===== config.mk =====
export PLATFORM = sky130hd
export DESIGN_NAME = cpu_run_monitor
export DESIGN_NICKNAME = d
export VERILOG_FILES = /design/src/rtl/cpu_run_monitor.sv
export SDC_FILE = /design/constraint.sdc
export NUM_CORES = 1
export LEC_CHECK = 0
export BUFFER_PORTS_ARGS = -buffer_cell sky130_fd_sc_hd__buf_2
export CAP_MARGIN = 20
export CORE_MARGIN = 2
export CORE_UTILIZATION = 61
export DETAILED_ROUTE_END_ITERATION = 8
export PLACE_DENSITY_LB_ADDON = 0.1
export SYNTH_ARGS = -nofsm -noshare
export SYNTH_HDL_FRONTEND = slang
export SYNTH_SLANG_ARGS = --single-unit

===== constraint.sdc =====
create_clock -name clk -period 9.76 [get_ports clk]
set_clock_uncertainty 0.05 [all_clocks]
set_input_delay 1.464 -clock clk [delete_from_list [all_inputs] [get_ports clk]]
set_output_delay 1.464 -clock clk [all_outputs]
set_load 0.1 [all_outputs]

===== src/rtl/cpu_run_monitor.sv =====
// Run monitor beside the single-cycle CPU: checkpoints, end sentinel, watchdog, counters.
// Latency: all outputs registered; done/pass/timeout appear the cycle after the deciding edge. No backpressure.
module cpu_run_monitor #(
    parameter int          NUM_CHECKS   = 4,
    parameter int          MAX_CYCLES   = 20,
    parameter int          CNT_WIDTH    = 32,
    parameter logic [31:0] END_SENTINEL = 32'h0000_006F,
    localparam int         IDX_W        = (NUM_CHECKS > 1) ? $clog2(NUM_CHECKS) : 1
) (
    input  logic                  clk,
    input  logic                  reset_n,
    input  logic                  cfg_we,
    input  logic [IDX_W-1:0]      cfg_idx,
    input  logic                  cfg_kind,
    input  logic [31:0]           cfg_addr,
    input  logic [31:0]           cfg_data,
    input  logic                  cfg_en,
    input  logic                  start,
    input  logic                  retire_valid,
    input  logic [31:0]           retire_pc,
    input  logic [31:0]           retire_instr,
    input  logic                  rf_we,
    input  logic [4:0]            rf_waddr,
    input  logic [31:0]           rf_wdata,
    input  logic                  mem_we,
    input  logic [31:0]           mem_addr,
    input  logic [31:0]           mem_wdata,
    output logic                  busy,
    output logic                  done,
    output logic                  pass,
    output logic                  timeout,
    output logic [NUM_CHECKS-1:0] checks_met,
    output logic [CNT_WIDTH-1:0]  cycle_count,
    output logic [CNT_WIDTH-1:0]  instr_count,
    output logic [7:0]            misaligned_count,
    output logic [31:0]           end_pc
);

    typedef enum logic [1:0] {S_IDLE, S_RUN, S_DONE} state_t;

    state_t                state, state_nxt;
    logic [NUM_CHECKS-1:0] slot_en, slot_kind;
    logic [31:0]           slot_addr [NUM_CHECKS];
    logic [31:0]           slot_data [NUM_CHECKS];
    logic [NUM_CHECKS-1:0] hit, met_nxt;
    logic                  sentinel, wd_expire, run_start, idx_ok;

    assign sentinel  = retire_valid && (retire_instr == END_SENTINEL);
    assign wd_expire = (cycle_count == CNT_WIDTH'(MAX_CYCLES - 1));
    assign run_start = start && (state == S_IDLE || state == S_DONE);
    assign idx_ok    = ({1'b0, cfg_idx} < (IDX_W + 1)'(NUM_CHECKS));
    assign busy      = (state == S_RUN);

    // x0 writes never count as a register hit
    always_comb begin
        hit = '0;
        for (int s = 0; s < NUM_CHECKS; s++) begin
            if (slot_en[s]) begin
                if (!slot_kind[s])
                    hit[s] = rf_we && (rf_waddr == slot_addr[s][4:0]) &&
                             (rf_wdata == slot_data[s]) && (slot_addr[s][4:0] != 5'd0);
                else
                    hit[s] = mem_we && (mem_addr == slot_addr[s]) && (mem_wdata == slot_data[s]);
            end
        end
        met_nxt = checks_met | hit;
    end

    always_comb begin
        state_nxt = state;
        case (state)
            S_IDLE:  if (start) state_nxt = S_RUN;
            S_RUN:   if (sentinel || wd_expire) state_nxt = S_DONE;
            S_DONE:  if (start) state_nxt = S_RUN;
            default: state_nxt = S_IDLE;
        endcase
    end

    always_ff @(posedge clk) begin
        if (!reset_n) begin
            state            <= S_IDLE;
            slot_en          <= '0;
            slot_kind        <= '0;
            for (int s = 0; s < NUM_CHECKS; s++) begin
                slot_addr[s] <= '0;
                slot_data[s] <= '0;
            end
            done             <= 1'b0;
            pass             <= 1'b0;
            timeout          <= 1'b0;
            checks_met       <= '0;
            cycle_count      <= '0;
            instr_count      <= '0;
            misaligned_count <= '0;
            end_pc           <= '0;
        end else begin
            state <= state_nxt;
            if (state == S_IDLE && cfg_we && idx_ok) begin
                slot_en[cfg_idx]   <= cfg_en;
                slot_kind[cfg_idx] <= cfg_kind;
                slot_addr[cfg_idx] <= cfg_addr;
                slot_data[cfg_idx] <= cfg_data;
            end
            if (run_start) begin
                done             <= 1'b0;
                pass             <= 1'b0;
                timeout          <= 1'b0;
                checks_met       <= '0;
                cycle_count      <= '0;
                instr_count      <= '0;
                misaligned_count <= '0;
                end_pc           <= '0;
            end else if (state == S_RUN) begin
                if (cycle_count != '1)
                    cycle_count <= cycle_count + 1'b1;
                instr_count <= instr_count + CNT_WIDTH'(retire_valid);
                checks_met  <= met_nxt;
                if (mem_we && (mem_addr[1:0] != 2'b00) && (misaligned_count != 8'hFF))
                    misaligned_count <= misaligned_count + 8'd1;
                // sentinel takes priority over a coincident watchdog expiry
                if (sentinel) begin
                    done    <= 1'b1;
                    end_pc  <= retire_pc;
                    pass    <= &(met_nxt | ~slot_en);
                    timeout <= 1'b0;
                end else if (wd_expire) begin
                    done    <= 1'b1;
                    timeout <= 1'b1;
                    pass    <= 1'b0;
                end
            end
        end
    end

endmodule


# After elaboration in Yosys (flattened, before gate mapping)
# Memory sizes are Yosys's and may differ from the RTL's.
# Cells that the tools add are included.
[word_totals]
word_cells = 121
in_bits = 240
out_inout_bits = 112
memories = 2
mem_bits_rw = 256
ff_bits = 121
[op_classes]
muxes = 30
add_sub_neg = 3
bitwise_logic = 4
n_lt_le_gt_ge = 2
eq_ne = 24
reduce_logical = 45
[memory_table]
columns = ["name", "words", "width", "read_ports", "rd_ports_with_merged_regs", "wr", "line", "rtl"]
rows = [
  ["slot_addr", 4, 32, 4, 0, 4, "43", "logic [31:0] slot_addr [NUM_CHECKS];"],
  ["slot_data", 4, 32, 4, 0, 4, "44", "logic [31:0] slot_data [NUM_CHECKS];"],
]
[op_table]
columns = ["op", "n"]
rows = [
  ["32-bit == test", 12],
  ["32-bit two-way mux", 2],
  ["32-bit OR reduction", 2],
  ["32-bit by 1-bit adder with 32-bit output", 1],
  ["32-bit by 1-bit adder with 32-bit output (second input constant)", 1],
  ["32-bit by 5-bit == test with 1-bit output (second input constant)", 1],
  ["32-bit by 7-bit == test with 1-bit output (second input constant)", 1],
  ["32-bit inequality test (second input constant)", 1],
  ["1-bit logical AND", 26],
  ["5-bit == test", 4],
  ["1-bit two-way mux", 20],
  ["5-bit nonzero test", 4],
  ["2-bit AND reduction", 5],
  ["8-bit by 1-bit adder with 8-bit output (second input constant)", 1],
  ["4-bit bitwise mux", 2],
  ["2-bit two-way mux", 4],
  ["8-bit inequality test (second input constant)", 1],
  ["4-bit OR", 2],
  ["2-bit by 1-bit inequality test with 1-bit output (second input constant)", 2],
  ["4-bit inverter", 1],
  ["2-bit case mux with 2 select lines", 1],
  ["4-bit AND reduction", 1],
  ["2-bit nonzero test", 2],
  ["2-bit OR reduction", 2],
  ["other kinds (8)", 9],
]

# Logic depth before layout (Yosys ltp)
# Gate-level depths: netlist of run 1.
# An unclocked memory read counts as a cell.
[logic_depth]
word_depth = 11
mapped_depth = 9
ltp_nobuf = 8

# Worst setup path before layout of run 1
# Ideal clock, no wire load.
[synth_timing]
path_type = "input-to-reg"
start = "input cfg_we"
end = "memory slot_addr[0][0], enable pin"
n_path_buf = 2
required_ns = 9.286
arrival_ns = 3.797
setup_slack_ns = 5.490
path_stages = 5
setup_time_ns = 0.424
cell_sequence = "nor3b_1 nand2_1 clkbuf_1 buf_1 nand2_1"
[synth_rtl]
columns = ["element", "line", "rtl"]
rows = [
  ["start, declared", "12", "input logic cfg_we,"],
  ["end, declared", "43", ""],
]

# Worst setup path after layout of run 1
[layout_timing]
start = "register state[1]"
end = "output busy"
[layout_between]
elab_chain_cells = 1
[layout_rtl]
columns = ["element", "line", "rtl"]
rows = [
  ["start, declared", "41", "state_t state, state_nxt;"],
  ["start signal, assigned", "97", "state <= state_nxt;"],
  ["2-bit by 1-bit == test with 1-bit output", "52", "assign busy = (state == S_RUN);"],
  ["end, declared", "28", "output logic busy,"],
]
# No other way between the ends.

==> impl_results.md, run 1 <==
- Total setup buffers inserted after CTS: 0
- Largest net degree at the start of global routing: 110
- Pleak: 0.00897 uW
- Syn Nets: 2106
- Post-Route WL: 70.4 mm
- Ys flop type: edfxtp_1
- EDFF count, synth: 256
- IO Pins: 352
- Remaining DRCs: 0
- Pwr dens: 175 mW/mm^2
- Initial Util: 62.1%
- Total number of yosys warnings: 0
- Hold buffer count at CTS: 0
- TritonCTS Buffers: 41
- Initial DRC Count: 1909
- GP Congestion: 1.07
- Synth unique cells: 58
- Final Slew Violations: 0
- CTS Root Buffer Type: clkbuf_16
- CP Launch Type: flip-flop
- Slew @ Worst Pin: 1.12 ns
- Layout area overhead: 18.5%
- Worst hold slack: 0.398 ns
- Worst Setup Path Type: flip-flop to output pin
- Peak Freq: 0.261 GHz
- Final setup TNS: 0 ns
- Full die area: 0.0327 sq mm
- Final nets: 2425
- Antenna violations before repair: 8
- Global-route usage over all layers: 42.2%
- First-pass GRT wire length: 99.9 mm
- Core ar.: 0.0307 sq mm
- I/O Buffers: 351
- Commonest non-fill, non-tap cell in the layout: buf_2
- Overflow left after global routing: 0
- RSZ-0062 raised after global routing: no
- # Max-Cap Violations: 0
- Switching share of power: 25.8%
- Worst vdd ir: 179 uV
- Combinational cell fraction of total power: 11.6%
- Pre-antenna DRT Iters: 7
- TritonCTS clock tree: done
- Result of the run: finished, final reports clean
- Crit path time final: 3.83 ns
- Leading cell types in the layout, fill and taps excluded: 351 x buf_2, 265 x xnor2_1, 256 x edfxtp_1
- Crit share post-route: 39.2%
- Final Setup Violations: 0
- Net Sw Power: 1020 uW
- Clk pwr share: 41.8%
- Yosys reg bits: 377
- Post_cts resized: 0
- Mapped Cells: 1862
- Flop pwr share: 46.6%
- Die width: 181 microns
- Mean area per synthesized cell: 10.2 sq um
- Post-route antenna net violation count: 0
- Relative slew slack: 25.2%
- Worst EP arrival: 2.31 ns
- Via density per instance: 6.08
- Sequential share of the synthesized area: 53.1%
- Final hold vios: 0
- Async S/R FF share, synth: 0%
- Vias in the first global route: 15.4k
- Clock buffer depth: 3
- Clk slew on worst S/H paths: 0.06 ns
- Die Ht: 181 microns
- Cell Area, Synth: 0.0190 sq mm
- Worst hold path class: flip-flop to flip-flop
- CP Capture Type: output pin
- CTS sink cnt: 377
- Avg WL per Cell: 26.9 microns
- Clk_lat worst skew: 0.54 ns
- Hpwl dp: 53.0 mm
- Total number of vias: 15.9k
- Layout cells sized above 1: 20.2%
- H-tree Lvls: 2
- Row count: 64
- Pint: 2930 uW
- Crit Path Max Fanout: 16
- CP required: 8.25 ns
[logic make-up after synthesis]
kind of cell             Yosys count  share of synthesized area, %
AO/OA/AOI/OAI                    121                          4.24
XOR/XNOR                         402                          18.5
adder cells (fa/ha/maj)            4                         0.263
buffers and inverters            193                          3.80
flip-flops                       377                          53.1
multiplexers                       7                         0.368
AND/OR/NAND/NOR                  758                          19.7
[sequential cells by signal (all words and copies together) (netlist names), 2 cells and up]
name and flops:
cycle_count 32, state 2, slot_kind 4, slot_addr 128
slot_data 128, instr_count 32, checks_met 4, end_pc 32
misaligned_count 8, slot_en 4
[power by group through the flow]
stage	Combinational, uW	Clock [uW]	Sequential, uW
after detailed placement	440	0	1870
after global routing	471	1720	1840
final	458	1650	1840
after CTS	443	1650	1840
after floorplan	230	0	1850
after global placement	439	0	1870
[stage by stage]
step / setup WS (ns) / cells / total power [uW] / cell area (sq um) / utilization, %
after floorplan: 5.49 / 1862 / 2080 / 19000 / -
after global placement: 5.56 / 2532 / 2310 / 21100 / 68.7
after detailed placement: 5.44 / 2532 / 2310 / 21100 / 68.7
after CTS: 5.96 / 2607 / 3930 / 22500 / 73.4
after global routing: 5.84 / 2614 / 4030 / 22600 / 73.6
final: 5.93 / 2616 / 3950 / 22600 / 73.6
[critical path, cell delays in order, from the launching register on]
cell and delay (ns):
dfxtp_1 0.33, nand2b_1 0.35, inv_1 0.56, buf_2 0.54
[per-layer routing]
metal | vias up | global-route usage (%) | part of all wire (%)
met1 | 7495 | 50.5 | 34
li1 | 7004 | - | -
met5 | - | 0 | 0.038
met2 | 1137 | 68.9 | 46
met4 | 4 | 28.5 | 8.5
met3 | 261 | 8.65 | 11
[final timing paths]
path	slack [ns]	end	depth (start not counted)	from
max	5.93	busy	3	state[1]
min	0.40	end_pc[13]	2	end_pc[13]
min reg2reg	0.40	end_pc[13]	2	end_pc[13]
max reg2reg	6.59	instr_count[31]	8	state[1]
[cells in the mapped netlist, types with 3 or more instances]
master / number / area, sq um
or3_1: 8 / 50.1
nor2b_1: 16 / 100
nand3b_1: 3 / 22.5
nand3_1: 31 / 155
nand2_1: 173 / 649
buf_1: 4 / 15.0
o21ai_0: 11 / 55.1
nor4_1: 62 / 388
and3_2: 3 / 22.5
o221ai_1: 3 / 26.3
and4_1: 5 / 43.8
ha_1: 4 / 50.1
o22ai_1: 15 / 93.8
o2bb2ai_1: 5 / 43.8
o31ai_1: 3 / 22.5
and3_1: 7 / 43.8
edfxtp_1: 256 / 7690
nor3b_1: 6 / 45.0
nor3_1: 13 / 65.1
dfxtp_1: 121 / 2420
and2_1: 54 / 338
xnor2_1: 265 / 2320
nor2_1: 234 / 878
a22o_1: 8 / 70.1
inv_1: 107 / 402
a21oi_1: 45 / 225
nand2b_1: 34 / 213
nand4_1: 91 / 569
clkbuf_1: 82 / 308
o2111ai_1: 12 / 105
mux2i_1: 7 / 70.1
xor2_1: 137 / 1200
[area by class of cell]
| cell class | instances | area, sq um |
|---|---|---|
| sequential | 377 | 10100 |
| multi-input combinational | 1292 | 8230 |
| fill | 2268 | 8110 |
| timing repair buffer | 362 | 1860 |
| clock buffer | 55 | 1240 |
| tap | 396 | 495 |
| inverter | 107 | 402 |
| clock inverter | 20 | 209 |
| antenna | 7 | 17.5 |
Power figures use the tool's default switching activity.
==> inputs of run 2 (changes only) <==
--- a/config.mk
+++ b/config.mk
@@ -8,7 +8,7 @@
 export BUFFER_PORTS_ARGS = -buffer_cell sky130_fd_sc_hd__buf_2
 export CAP_MARGIN = 20
 export CORE_MARGIN = 2
-export CORE_UTILIZATION = 61
+export CORE_UTILIZATION = 56
 export DETAILED_ROUTE_END_ITERATION = 8
 export PLACE_DENSITY_LB_ADDON = 0.1
 export SYNTH_ARGS = -nofsm -noshare
==> constraint.sdc (replaced) <==
create_clock -name clk -period 3.65 [get_ports clk]
set_clock_uncertainty 0.05 [all_clocks]
set_input_delay 0.5475 -clock clk [delete_from_list [all_inputs] [get_ports clk]]
set_output_delay 0.5475 -clock clk [all_outputs]
set_load 0.1 [all_outputs]
==> run 2 against run 1 <==
Compared with the run above:
- combinational power rose to 2.8 times the previous value
- cell count up 2.4%
- sequential share of layout area down 0.31 points
- clock power rose to 2.6 times the previous value
- critical path type is now flip-flop to flip-flop
- highest routed layer is now met4
==> impl_results.md, run 2 (synthesis gave the netlist of run 1 again) <==
- Slew @ Worst Pin: 0.964 ns
- Final Setup Violations: 0
- First-pass GRT wire length: 104 mm
- Pint: 7690 uW
- Hpwl dp: 57.7 mm
- RSZ-0062 raised after global routing: no
- Crit-path slowest cell: xnor2_1
- Crit-path cells: xnor2_1, nand4_1, nor4_1, nand4_1, o41ai_1, buf_4, o2111ai_1, o21ai_0
- Final setup TNS: 0 ns
- Post-route antenna net violation count: 0
- Total number of vias: 16.0k
- Overflow left after global routing: 0
- Hold_sp: retire_pc[13]
- Die width: 188 microns
- Die Ht: 188 microns
- Final Slew Violations: 0
- I/O Buffers: 351
- Peak Freq: 0.373 GHz
- Regs by FF count: slot_addr: 128 flops, slot_data: 128 flops
- Final hold vios: 0
- Clk pwr share: 40.4%
- CTS sink cnt: 377
- Flop pwr share: 47.4%
- Total setup buffers inserted after CTS: 0
- Crit path time final: 2.68 ns
- Crit path from: slot_data[1][10]
- TritonCTS clock tree: done
- Layout cells sized above 1: 20.4%
- CP required: 4.07 ns
- IO Pins: 352
- H-tree Lvls: 2
- WP buf/inv: 1
- Commonest non-fill, non-tap cell in the layout: buf_2
- Worst EP arrival: 3.10 ns
- Final nets: 2441
- Worst hold path class: input port to flip-flop
- GP Congestion: 1.12
- Core ar.: 0.0335 sq mm
- Antenna violations before repair: 2
- Layout area overhead: 19.3%
- Relative slew slack: 35.7%
- Worst Setup Path Type: flip-flop to flip-flop
- Crit share post-route: 73.4%
- Pre-antenna DRT Iters: 5
- Clk_lat worst skew: 0.55 ns
- CP Launch Type: flip-flop
- Avg WL per Cell: 27.5 microns
- Multi-input gate area: 0.00823 sq mm
- Clock buffer depth: 3
- Util after Layout: 67.8%
- Switching share of power: 26.2%
- Result of the run: finished, final reports clean
- Combinational cell fraction of total power: 12.2%
- Net Sw Power: 2730 uW
- TritonCTS Buffers: 41
- Largest net degree at the start of global routing: 110
- Leading cell types in the layout, fill and taps excluded: 351 x buf_2, 265 x xnor2_1, 256 x edfxtp_1
- Pleak: 0.00902 uW
- Remaining DRCs: 0
- CTS Root Buffer Type: clkbuf_16
- Initial Util: 56.8%
- Hold buffer count at CTS: 0
- CP Capture Type: flip-flop
- Via density per instance: 5.98
- Launch point of the worst reg-to-reg path: slot_data[1][10]
- Row count: 67
- Critical path's largest stage delay: 0.54 ns
- Register Area: 0.0101 sq mm
- Full die area: 0.0355 sq mm
- Most common cell on crit path: nand4_1
- Crit Path Max Fanout: 2
- Post-Route WL: 73.5 mm
- Delay-heaviest family, CP: compound AO/OA/AOI/OAI gates
- Global-route usage over all layers: 41.2%
- Number of fill cells: 2674
- Initial DRC Count: 1652
- Post_cts resized: 0
- Worst vdd ir: 491 uV
- # Max-Cap Violations: 0
- Clk slew on worst S/H paths: 0.06 ns
- Vias in the first global route: 15.5k
- Pwr dens: 459 mW/mm^2
==> run 2: worst paths after layout <==
kind         cells past startpoint  slack [ns]         end
max                              8        0.97        pass
min                              3        0.19  end_pc[13]
max reg2reg                      8        0.97        pass
min reg2reg                      2        0.40   end_pc[1]
==> run 2: routing by layer <==
layer | track usage, % | part of all wire, % | vias up | routed length [microns]
met5 | 0 | 0 | - | 0
met3 | 8.27 | 10 | 234 | 7540
li1 | - | - | 7031 | -
met2 | 66.7 | 46 | 1063 | 34100
met1 | 50.7 | 36 | 7699 | 26500
met4 | 25.9 | 7.3 | 0 | 5390
==> run 2: final cells by class <==
cell class / instances / share of cell area (%)
inverter: 107 / 1.77
sequential: 377 / 44.5
multi-input combinational: 1292 / 36.2
antenna: 2 / 0.0220
timing repair buffer: 378 / 9.06
clock inverter: 19 / 0.870
clock buffer: 55 / 5.07
tap: 448 / 2.47
==> run 2: power by group through the flow <==
stage | Sequential, uW | Clock, uW | Combinational (uW)
2_1_floorplan | 4950 | 0 | 616
3_3_place_gp | 5010 | 0 | 1220
3_5_place_dp | 5010 | 0 | 1220
4_1_cts | 4920 | 4230 | 1230
5_1_grt | 4930 | 4420 | 1310
6_report | 4930 | 4210 | 1270
==> run 2: metrics by stage <==
stage	setup slack (ns)	cells	hold WS [ns]	instance area [sq um]	power, uW
final	0.970	2678	0.189	22700	10400
after global routing	0.867	2678	0.193	22700	10700
after CTS	0.961	2675	0.181	22700	10400
after detailed placement	0.855	2601	0.392	21300	6230
after global placement	0.842	2601	0.385	21300	6230
after floorplan	0.296	1862	0.402	19000	5570
==> run 2: worst register-to-register path, delay by kind of cell (launching register included) <==
kind / cells / cell delay, ns
AO/OA/AOI/OAI: 3 / 0.71
XOR/XNOR: 1 / 0.54
buffers and inverters: 1 / 0.19
flip-flops: 1 / 0.42
AND/OR/NAND/NOR: 3 / 0.70
